===== src/rtl/conv_seq_ctrl_pkg.sv =====
// Shared constants for the convolution sequencer: instruction-word bit map,
// FSM state encoding, fixed phase lengths and tile geometry.
package conv_seq_ctrl_pkg;

  localparam int unsigned InstW = 64;
  localparam int unsigned AddrW = 11;

  localparam int unsigned BitDebug   = 63;
  localparam int unsigned BitRenPmem = 35;
  localparam int unsigned BitSfuPass = 34;
  localparam int unsigned BitAcc     = 33;
  localparam int unsigned BitCenPmem = 32;
  localparam int unsigned BitWenPmem = 31;
  localparam int unsigned BitApmemLo = 20;
  localparam int unsigned BitCenXmem = 19;
  localparam int unsigned BitWenXmem = 18;
  localparam int unsigned BitAxmemLo = 7;
  localparam int unsigned BitOfifoRd = 6;
  localparam int unsigned BitIfifoWr = 5;
  localparam int unsigned BitIfifoRd = 4;
  localparam int unsigned BitL0Rd    = 3;
  localparam int unsigned BitL0Wr    = 2;
  localparam int unsigned BitExecute = 1;
  localparam int unsigned BitLoad    = 0;

  localparam int unsigned WeightBase = 1024;
  localparam int unsigned ClrCycles  = 12;
  localparam int unsigned GapCycles  = 10;

  // Input tile, kernel and output-plane edge lengths
  localparam int unsigned TileW = 6;
  localparam int unsigned KerW  = 3;
  localparam int unsigned OutW  = 4;

  typedef enum logic [3:0] {
    StIdle,
    StClr,
    StWrl0,
    StLoad,
    StGap,
    StExec,
    StDrain,
    StNext,
    StReadout,
    StDone
  } state_e;

  function automatic logic [InstW-1:0] idle_word();
    logic [InstW-1:0] w;
    w             = '0;
    w[BitCenXmem] = 1'b1;
    w[BitWenXmem] = 1'b1;
    w[BitCenPmem] = 1'b1;
    return w;
  endfunction

endpackage


===== src/rtl/conv_seq_ctrl_if.sv =====
// Control/handshake bundle between the sequencer and the core it drives.
interface conv_seq_ctrl_if;
  logic        start;
  logic        ofifo_valid;
  logic [63:0] inst;
  logic        array_clr;
  logic        busy;
  logic        out_valid;
  logic [3:0]  out_idx;
  logic        done;
  logic        err_timeout;

  modport slave (
    input  start, ofifo_valid,
    output inst, array_clr, busy, out_valid, out_idx, done, err_timeout
  );

  modport master (
    output start, ofifo_valid,
    input  inst, array_clr, busy, out_valid, out_idx, done, err_timeout
  );
endinterface


===== src/rtl/conv_seq_ctrl_onij_map.sv =====
// Maps an OFIFO row index and kernel tap to the output pixel it contributes to.
module conv_seq_ctrl_onij_map
  import conv_seq_ctrl_pkg::*;
#(
  parameter int unsigned RW = 6,
  parameter int unsigned KW = 4
) (
  input  logic [RW-1:0] r_i,
  input  logic [KW-1:0] kij_i,
  output logic [3:0]    onij_o,
  output logic          valid_o
);

  int dx;
  int dy;

  always_comb begin
    dx      = int'(r_i % RW'(TileW)) - int'(kij_i % KW'(KerW));
    dy      = int'(r_i / RW'(TileW)) - int'(kij_i / KW'(KerW));
    valid_o = (dx >= 0) && (dx < int'(OutW)) && (dy >= 0) && (dy < int'(OutW));
    onij_o  = valid_o ? 4'(dx + int'(OutW) * dy) : 4'd0;
  end

endmodule


===== src/rtl/conv_seq_ctrl.sv =====
// Sequencer issuing core instruction words for a full multi-tap convolution:
// per tap clear, weight load, execute and drain with PSUM accumulation, then readout.
module conv_seq_ctrl
  import conv_seq_ctrl_pkg::*;
#(
  parameter int unsigned col       = 8,
  parameter int unsigned row       = 8,
  parameter int unsigned len_nij   = 36,
  parameter int unsigned len_kij   = 9,
  parameter int unsigned len_onij  = 16,
  parameter int unsigned drain_max = 64
) (
  input logic          clk,
  input logic          reset,
  conv_seq_ctrl_if.slave bus
);

  localparam int unsigned CntW = 16;
  localparam int unsigned RW   = $clog2(len_nij + 1);
  localparam int unsigned KW   = (len_kij > 1) ? $clog2(len_kij) : 1;

  state_e            state_q, state_d;
  logic [CntW-1:0]   cnt_q, cnt_d;
  logic [KW-1:0]     kij_q, kij_d;
  logic [RW-1:0]     r_q, r_d;
  logic              err_q, err_d;
  logic [InstW-1:0]  inst_q, inst_d;
  logic              clr_q, clr_d;
  logic              busy_q, busy_d;
  logic              ov_q, ov_d;
  logic [3:0]        idx_q, idx_d;
  logic              done_q, done_d;

  logic              rd_fire;
  logic              map_valid;
  logic [3:0]        onij;
  logic [InstW-1:0]  inst_o;

  conv_seq_ctrl_onij_map #(
    .RW(RW),
    .KW(KW)
  ) u_onij_map (
    .r_i    (r_q),
    .kij_i  (kij_q),
    .onij_o (onij),
    .valid_o(map_valid)
  );

  // OFIFO pops are combinational so a row is consumed in the cycle it shows up
  assign rd_fire = ((state_q == StExec) || (state_q == StDrain)) && bus.ofifo_valid &&
                   (r_q < RW'(len_nij));

  always_comb begin
    state_d = state_q;
    cnt_d   = cnt_q + CntW'(1);
    kij_d   = kij_q;
    r_d     = rd_fire ? r_q + RW'(1) : r_q;
    err_d   = err_q;
    unique case (state_q)
      StIdle: begin
        cnt_d = '0;
        if (bus.start) begin
          state_d = StClr;
          kij_d   = '0;
          err_d   = 1'b0;
        end
      end
      StClr: begin
        r_d = '0;
        if (cnt_q == CntW'(ClrCycles - 1)) begin
          state_d = StWrl0;
          cnt_d   = '0;
        end
      end
      StWrl0: begin
        if (cnt_q == CntW'(col)) begin
          state_d = StLoad;
          cnt_d   = '0;
        end
      end
      StLoad: begin
        if (cnt_q == CntW'(col + row)) begin
          state_d = StGap;
          cnt_d   = '0;
        end
      end
      StGap: begin
        if (cnt_q == CntW'(GapCycles - 1)) begin
          state_d = StExec;
          cnt_d   = '0;
        end
      end
      StExec: begin
        if (cnt_q == CntW'(len_nij)) begin
          state_d = StDrain;
          cnt_d   = '0;
        end
      end
      StDrain: begin
        if (r_q == RW'(len_nij)) begin
          state_d = StNext;
          cnt_d   = '0;
        end else if (cnt_q == CntW'(drain_max - 1)) begin
          state_d = StNext;
          cnt_d   = '0;
          err_d   = 1'b1;
        end
      end
      StNext: begin
        cnt_d = '0;
        if (kij_q == KW'(len_kij - 1)) begin
          state_d = StReadout;
        end else begin
          state_d = StClr;
          kij_d   = kij_q + KW'(1);
        end
      end
      StReadout: begin
        if (cnt_q == CntW'(len_onij)) begin
          state_d = StDone;
          cnt_d   = '0;
        end
      end
      StDone: begin
        state_d = StIdle;
        cnt_d   = '0;
      end
      default: begin
        state_d = StIdle;
        cnt_d   = '0;
      end
    endcase
  end

  // Outputs decoded from the next state so the registered copy lines up with state_q
  always_comb begin
    inst_d = idle_word();
    clr_d  = 1'b0;
    busy_d = (state_d != StIdle);
    ov_d   = 1'b0;
    idx_d  = '0;
    done_d = 1'b0;
    case (state_d)
      StClr: clr_d = (cnt_d < CntW'(ClrCycles - 1));
      StWrl0: begin
        if (cnt_d < CntW'(col)) begin
          inst_d[BitCenXmem] = 1'b0;
          inst_d[BitAxmemLo +: AddrW] =
            AddrW'(WeightBase + 32'(kij_d) * col + 32'(cnt_d));
        end
        if (cnt_d != '0) inst_d[BitL0Wr] = 1'b1;
      end
      StLoad: begin
        inst_d[BitL0Rd] = 1'b1;
        inst_d[BitLoad] = (cnt_d != '0);
      end
      StExec: begin
        if (cnt_d < CntW'(len_nij)) begin
          inst_d[BitCenXmem]          = 1'b0;
          inst_d[BitAxmemLo +: AddrW] = AddrW'(cnt_d);
          inst_d[BitL0Wr]             = 1'b1;
        end
        if (cnt_d != '0) begin
          inst_d[BitL0Rd]    = 1'b1;
          inst_d[BitExecute] = 1'b1;
        end
      end
      StReadout: begin
        if (cnt_d < CntW'(len_onij)) begin
          inst_d[BitCenPmem]          = 1'b0;
          inst_d[BitApmemLo +: AddrW] = AddrW'(cnt_d);
        end
        // PSUM SRAM returns data one cycle after the address
        if (cnt_d != '0) begin
          ov_d  = 1'b1;
          idx_d = 4'(cnt_d - CntW'(1));
        end
      end
      StDone:  done_d = 1'b1;
      default: ;
    endcase
  end

  always_ff @(posedge clk or negedge reset) begin
    if (!reset) begin
      state_q <= StIdle;
      cnt_q   <= '0;
      kij_q   <= '0;
      r_q     <= '0;
      err_q   <= 1'b0;
      inst_q  <= idle_word();
      clr_q   <= 1'b0;
      busy_q  <= 1'b0;
      ov_q    <= 1'b0;
      idx_q   <= '0;
      done_q  <= 1'b0;
    end else begin
      state_q <= state_d;
      cnt_q   <= cnt_d;
      kij_q   <= kij_d;
      r_q     <= r_d;
      err_q   <= err_d;
      inst_q  <= inst_d;
      clr_q   <= clr_d;
      busy_q  <= busy_d;
      ov_q    <= ov_d;
      idx_q   <= idx_d;
      done_q  <= done_d;
    end
  end

  always_comb begin
    inst_o = inst_q;
    if (rd_fire) begin
      inst_o[BitOfifoRd] = 1'b1;
      if (map_valid) begin
        inst_o[BitCenPmem]          = 1'b0;
        inst_o[BitWenPmem]          = 1'b1;
        inst_o[BitApmemLo +: AddrW] = AddrW'(onij);
        inst_o[BitSfuPass]          = (kij_q == '0);
        inst_o[BitAcc]              = (kij_q != '0);
      end
    end
  end

  assign bus.inst        = inst_o;
  assign bus.array_clr   = clr_q;
  assign bus.busy        = busy_q;
  assign bus.out_valid   = ov_q;
  assign bus.out_idx     = idx_q;
  assign bus.done        = done_q;
  assign bus.err_timeout = err_q;

endmodule


===== src/flat_wrapper.sv =====
// flat-port wrapper written by rule: the top's interface ports become plain ports
module conv_seq_ctrl_flat import conv_seq_ctrl_pkg::*;
#(
  parameter int unsigned col       = 8,
  parameter int unsigned row       = 8,
  parameter int unsigned len_nij   = 36,
  parameter int unsigned len_kij   = 9,
  parameter int unsigned len_onij  = 16,
  parameter int unsigned drain_max = 64
)
  (clk, reset, bus_start, bus_ofifo_valid, bus_inst, bus_array_clr, bus_busy, bus_out_valid, bus_out_idx, bus_done, bus_err_timeout);
  conv_seq_ctrl_if bus_i ();
  input logic clk;
  input logic reset;
  input wire logic [$bits(bus_i.start)-1:0] bus_start;
  input wire logic [$bits(bus_i.ofifo_valid)-1:0] bus_ofifo_valid;
  output wire logic [$bits(bus_i.inst)-1:0] bus_inst;
  output wire logic [$bits(bus_i.array_clr)-1:0] bus_array_clr;
  output wire logic [$bits(bus_i.busy)-1:0] bus_busy;
  output wire logic [$bits(bus_i.out_valid)-1:0] bus_out_valid;
  output wire logic [$bits(bus_i.out_idx)-1:0] bus_out_idx;
  output wire logic [$bits(bus_i.done)-1:0] bus_done;
  output wire logic [$bits(bus_i.err_timeout)-1:0] bus_err_timeout;
  assign bus_i.start = bus_start;
  assign bus_i.ofifo_valid = bus_ofifo_valid;
  assign bus_inst = bus_i.inst;
  assign bus_array_clr = bus_i.array_clr;
  assign bus_busy = bus_i.busy;
  assign bus_out_valid = bus_i.out_valid;
  assign bus_out_idx = bus_i.out_idx;
  assign bus_done = bus_i.done;
  assign bus_err_timeout = bus_i.err_timeout;
  conv_seq_ctrl #(.col(col), .row(row), .len_nij(len_nij), .len_kij(len_kij), .len_onij(len_onij), .drain_max(drain_max)) u_core (.clk(clk), .reset(reset), .bus(bus_i));
endmodule

===== config.mk =====
export PLATFORM = sky130hd
export DESIGN_NAME = conv_seq_ctrl_flat
export DESIGN_NICKNAME = d
export VERILOG_FILES = /design/src/rtl/conv_seq_ctrl_pkg.sv /design/src/rtl/conv_seq_ctrl_if.sv /design/src/rtl/conv_seq_ctrl_onij_map.sv /design/src/rtl/conv_seq_ctrl.sv /design/src/flat_wrapper.sv
export SDC_FILE = /design/constraint.sdc
export NUM_CORES = 1
export LEC_CHECK = 0
export CAP_MARGIN = 20
export CORE_MARGIN = 10
export CORE_UTILIZATION = 30
export DETAILED_ROUTE_END_ITERATION = 8
export GPL_TIMING_DRIVEN = 0
export HOLD_SLACK_MARGIN = 0.1
export SETUP_SLACK_MARGIN = 0.02
export SLEW_MARGIN = 20
export SYNTH_ARGS = -nofsm -noshare
export SYNTH_HDL_FRONTEND = slang
export SYNTH_SLANG_ARGS = --single-unit

===== constraint.sdc =====
create_clock -name clk -period 6.85 [get_ports clk]
set_input_delay 0.685 -clock clk [delete_from_list [all_inputs] [get_ports clk]]
set_output_delay 0.685 -clock clk [all_outputs]
set_load 0.05 [all_outputs]

==> results of run 1 <==
==> sequential cells by signal, summed over array words and instances, names as in the netlist, 4 cells and up <==
register / flops
u_core.r_q: 6
u_core.kij_q: 4
u_core.bus.out_idx: 4
u_core.inst_q: 28
u_core.state_q: 4
u_core.cnt_q: 16
==> stage by stage <==
step | hold slack (ns) | TNS, ns
after global placement | 0.525 | -17.05
after floorplan | 0.389 | -0.462
after global routing | 0.266 | -0.465
after CTS | 0.250 | 0
final | 0.249 | 0
after detailed placement | 0.514 | -18.55
==> logic make-up after synthesis <==
group                    count (synthesis)  synth area share [%]
AO/OA/AOI/OAI                          238                  21.8
XOR/XNOR                                50                  5.95
adder cells (fa/ha/maj)                 61                  10.7
buffers and inverters                  146                  10.3
flip-flops                              67                  22.8
multiplexers                            15                  2.14
other                                    2                 0.102
AND/OR/NAND/NOR                        375                  26.2
==> area by class of cell <==
type	count	area share, %
multi-input combinational	780	59.9
sequential	67	17.9
clock inverter	3	0.160
buffer	91	6.11
clock buffer	12	2.62
tap	324	4.31
timing repair buffer	76	6.98
inverter	50	2.02
==> metal layers <==
metal | track usage (%) | share of wire [%] | vias up
met5 | 0 | 0 | -
met4 | 3.33 | 2.1 | 0
met3 | 2.50 | 5.7 | 40
met2 | 22.9 | 48 | 231
met1 | 17.9 | 44 | 3411
li1 | - | - | 3603
==> synth_stat cells, drive strengths merged (17+ instances only) <==
cell type | count | share of area [%]
nand2 | 78 | 4.0
a21oi | 60 | 4.1
xor2 | 23 | 2.7
a31oi | 17 | 1.5
xnor2 | 27 | 3.2
a21o | 17 | 1.7
dfrtp | 65 | 22
o21ai | 46 | 3.1
nand3 | 34 | 2.3
nor2b | 20 | 1.7
clkbuf | 32 | 1.6
buf | 64 | 6.1
nor2 | 100 | 5.1
nor3 | 36 | 2.5
inv | 50 | 2.6
ha | 58 | 9.9
==> timing repair <==
action,CTS,global route
buffers inserted,17,14
gates resized for setup,109,79
hold endpoints to repair,0,0
pin swaps,9,22
endpoints found under the setup margin,15,15
==> where the power goes <==
group / total [uW] / switching [uW] / internal (uW)
Clock: 414 / 163 / 251
Combinational: 126 / 87.2 / 39.0
Sequential: 400 / 0.918 / 399
Total: 941 / 252 / 689
==> final timing paths <==
check                                        from                     end  slack, ns  depth (start not counted)
max                               u_core.kij_q[2]            bus_inst[21]       0.10                         26
max in group asynchronous                   reset           u_core.r_q[4]       6.05                          2
min                                         reset        u_core.inst_q[7]       0.25                          1
min in group clk           u_core.bus.err_timeout  u_core.bus.err_timeout       0.55                          1
min reg2reg                u_core.bus.err_timeout  u_core.bus.err_timeout       0.55                          1
max reg2reg                       u_core.cnt_q[7]       u_core.inst_q[14]       3.11                         17
==> impl_metrics.tcl, run 1 <==
set metrics [dict create \
    crit_family "simple AND/OR/NAND/NOR gates" \
    core_area_sq_mm 0.0242 \
    crit_path_start_kind "register" \
    hp-class "primary input to asynchronous set/reset pin" \
    crit_top_cell "buf_4" \
    globalRoute.totalOverflow 0 \
    status "finished clean" \
    irDropWorstVdd_v 0.000119 \
    finalWirelength_um 22800 \
    grt_pass1_wl_um 35600 \
    cts.sinks 67 \
    nFillCells 2504 \
    wire_per_inst_um 16.3 \
    total_power_uw 941 \
    hold_viol 0 \
    synthArstFlopShare_pct 100 \
    die_x_um 177 \
    drt-initial-drc-count 662 \
    diodes 0 \
    max_freq_mhz 148 \
    dpl_cell_area_sq_mm 0.00840 \
    ys_seq_elements 67 \
    rows 57 \
    clk_pin_slew_ns 0.05 \
    drc 0 \
    min_period_ns 6.75 \
    synth-edff-count 0 \
    synth_cells 954 \
    viasPerCell 5.19 \
    initial_utilization_pct 30.3 \
    relSlewSlack_pct 38.5 \
    rsz0062_at_grt "yes" \
    area.sequential_sq_mm 0.00168 \
    path_class "register to output pin" \
    dp.cells 1362 \
    worst_pin_slew_ns 0.910 \
    critical_path_buf_inv_count 7 \
    clockBufferDepth 2 \
    postRouteAntennaNets 0 \
    cts_tree "built" \
    drv_cap 0 \
    layout_common_cells "97 x nor2_1, 86 x buf_4, 76 x nand2_1" \
    fin_ws_ns 0.104 \
    synthFlopType "dfrtp_1" \
    layout.cells.non_filler 1403 \
    multi_input_area_sq_mm 0.00563 \
    p_leak_uw 0.00428 \
    maxSlewViolCount 0 \
    dieArea_sq_mm 0.0312 \
    cp-end-kind "output pin" \
    syn_avg_cell_area_sq_um 7.71 \
    fp.dieH_um 177 \
    grt_max_degree 47 \
    hpwl_um 17100 \
    worstPathMaxFanout 10 \
    final_area_sq_mm 0.00940 \
    first_global_vias 6729 \
    pre_cts_ws_ns -1.45 \
    dr.pass1.iters 5 \
    gp_congestion 0.923 \
    nets 1140 \
    ys_types 83 \
    post-route-util_pct 38.8 \
    drive_gt1_share_pct 21.5 \
    synthToLayoutAreaGrowth_pct 27.7 \
    power_density_mw_per_mm2 100 \
    antenna_found_initial 0 \
    syn-cell-area_sq_mm 0.00736 \
    portBuffers 44 \
    grtUsageTotal_pct 13.7 \
    arrival_ns 6.06 \
    root_buffer "clkbuf_16" \
    ios 77 \
    required_ns 6.16 \
    ys_seq_area_share_pct 22.8 \
    slowest_stage "ha_4" \
    cts_hold_buf 0 \
    fin_crit_sh_pct 98.5 \
    max_stage_delay_ns 0.35 \
    insertion_delay_ns 0.33 \
    yosysWarnings 0 \
    final_common_cell "nor2_1" \
    cts_buffers 9 \
    setup_viol 0 \
    vias 7285 \
    htreeDepth 3 \
    finalClockSkew_ns 0.00442 \
]
Note: power is estimated with default switching activity, not from simulation.
==> inputs of run 2 (changes only) <==
Settings changed: ABC_CLOCK_PERIOD_IN_PS set to 6850, HOLD_SLACK_MARGIN 0.1 to not set.
==> results of run 2 <==
Final layout, timing and power as in run 1 (identical DEF).
==> inputs of run 3 (changes only) <==
Settings changed: CORE_UTILIZATION 30 to 53, PLACE_DENSITY set to 0.78.
==> run 3 against run 2 <==
  * The flow now finishes with violations (DRC)
  * Critical path depth fell by 1
  * Cell count fell by 11%
  * Register-to-register slack got worse by 0.08 ns
  * First-iteration DRC count rose by 48%
  * Global-route usage rose by 8.9 points
  * Worst hold slack improved by 0.020 ns
  * Via count rose by 3.3%
  * Fmax barely moved
  * Clock skew rose by 0.0028 ns
  * Critical path type unchanged
==> impl_metrics.tcl, run 3 (same netlist as run 1, synthesis figures left out) <==
set metrics [dict create \
    top_usage_layer "met2" \
    maxSlewViolCount 0 \
    worst_pin_slew_ns 0.994 \
    first_global_vias 6779 \
    rr_startpoint "u_core.cnt_q[6]" \
    use_met2_pct 33.6 \
    pre_cts_ws_ns -1.53 \
    critPathLaunch "u_core.r_q[4]" \
    root_buffer "clkbuf_16" \
    required_ns 6.16 \
    nFillCells 1063 \
    regMostFlops "u_core.inst_q" \
    drive_gt1_share_pct 23.0 \
    fp.dieH_um 138 \
    dieArea_sq_mm 0.0190 \
    fin_crit_sh_pct 98.5 \
    die_x_um 138 \
    grt_max_degree 40 \
    htreeDepth 3 \
    insertion_delay_ns 0.34 \
    setup_viol 0 \
    hold_slack_ns 0.269 \
    met1_usage_pct 32.0 \
    worstPathMaxFanout 10 \
    wire_per_inst_um 18.2 \
    globalRoute.totalOverflow 0 \
    clk_pin_slew_ns 0.06 \
    min_period_ns 6.75 \
    final_area_sq_mm 0.00934 \
    dpl_cell_area_sq_mm 0.00820 \
    initial_utilization_pct 54.9 \
    grt_pass1_wl_um 34800 \
    grtUsageTotal_pct 22.6 \
    clockBufferDepth 2 \
    drt-initial-drc-count 983 \
    cts.sinks 67 \
    status "finished with violations" \
    hold_viol 0 \
    setup_tns_ns 0 \
    hpwl_um 16600 \
    final_common_cell "nor2_1" \
    layout_common_cells "96 x nor2_1, 85 x buf_4, 73 x nand2_1" \
    irDropWorstVdd_v 0.000238 \
    drv_cap 0 \
    path_class "register to output pin" \
    rows 42 \
    synthToLayoutAreaGrowth_pct 27.0 \
    antenna_found_initial 1 \
    finalWirelength_um 22800 \
    vias 7526 \
    arrival_ns 6.06 \
    gp_congestion 0.973 \
    largestRegisters "u_core.inst_q x28, u_core.cnt_q x16, u_core.r_q x6" \
    power_density_mw_per_mm2 99.7 \
    max_freq_mhz 148 \
    viasPerCell 6.01 \
    portBuffers 44 \
    finalClockSkew_ns 0.00718 \
    slowest_stage "or4_4" \
    max_stage_delay_ns 0.51 \
    violations "DRC" \
    drc 3 \
    diodes 0 \
    cts_tree "built" \
    largest_reg_flops 28 \
    nets 1139 \
    total_power_uw 932 \
    fin_ws_ns 0.104 \
    grtUsageMet3_pct 6.59 \
    relSlewSlack_pct 32.9 \
    cts_buffers 9 \
    cp-end-kind "output pin" \
    hp-class "primary input to asynchronous set/reset pin" \
    dr.pass1.iters 9 \
    ios 77 \
    postRouteAntennaNets 0 \
    crit_path_start_kind "register" \
    core_area_sq_mm 0.0134 \
    p_leak_uw 0.00431 \
]
==> run 3: per-stage QoR <==
step	instances	util (%)
floorplan	993	-
global placement	1213	61.1
detailed placement	1214	61.2
CTS	1238	65.3
global route	1253	69.7
finish	1253	69.7
==> run 3: cell type report <==
class	count	area (sq um)	area share [%]
well taps	176	220	2.36
repair buffers	77	657	7.03
inverters	50	195	2.09
clock buffers	10	229	2.45
clock inverters	4	20.0	0.214
multi-input cells	780	5780	61.8
flip-flops and latches	67	1680	18.0
plain buffers	89	562	6.01
==> run 3: routing by layer <==
metal | part of all wire, % | vias up | routed length [um]
met5 | 0 | - | 0
met4 | 1.1 | 0 | 248
met3 | 11 | 36 | 2420
met2 | 45 | 352 | 10200
met1 | 44 | 3560 | 9980
li1 | - | 3578 | -
==> run 3: path summary, 6_finish.rpt <==
kind,endpoint,slack [ns],depth (start not counted)
setup / recovery,bus_inst[20],0.10,25
hold / removal,u_core.cnt_q[15],0.27,1
setup reg to reg,u_core.bus.out_idx[3],3.03,12
hold reg to reg,u_core.bus.err_timeout,0.51,1
max in group asynchronous,u_core.inst_q[32],5.98,2
min in group clk,u_core.bus.err_timeout,0.51,1
==> run 3: critical path: cells and delay by family (launching register included) <==
kind | cells | cell delay, ns
flops | 1 | 0.41
simple gates | 11 | 2.47
mux | 2 | 0.42
buf+inv | 5 | 0.92
xor+xnor | 1 | 0.09
fa+ha+maj | 3 | 0.70
compound gates | 3 | 0.67
==> run 3: power by group <==
group | leakage (uW) | switching, uW | internal (uW)
sequential | 0.000849 | 0.978 | 399
clock | 0.000128 | 163 | 238
combinational | 0.00333 | 89.8 | 40.8
==> run 3: repair_timing <==
action,in CTS,in global routing
setup endpoints to repair,15,15
setup buffers,11,20
hold buffers,0,0
hold endpoints to repair,0,0
cloned,1,0
gates resized for setup,121,115
pin swaps,9,31
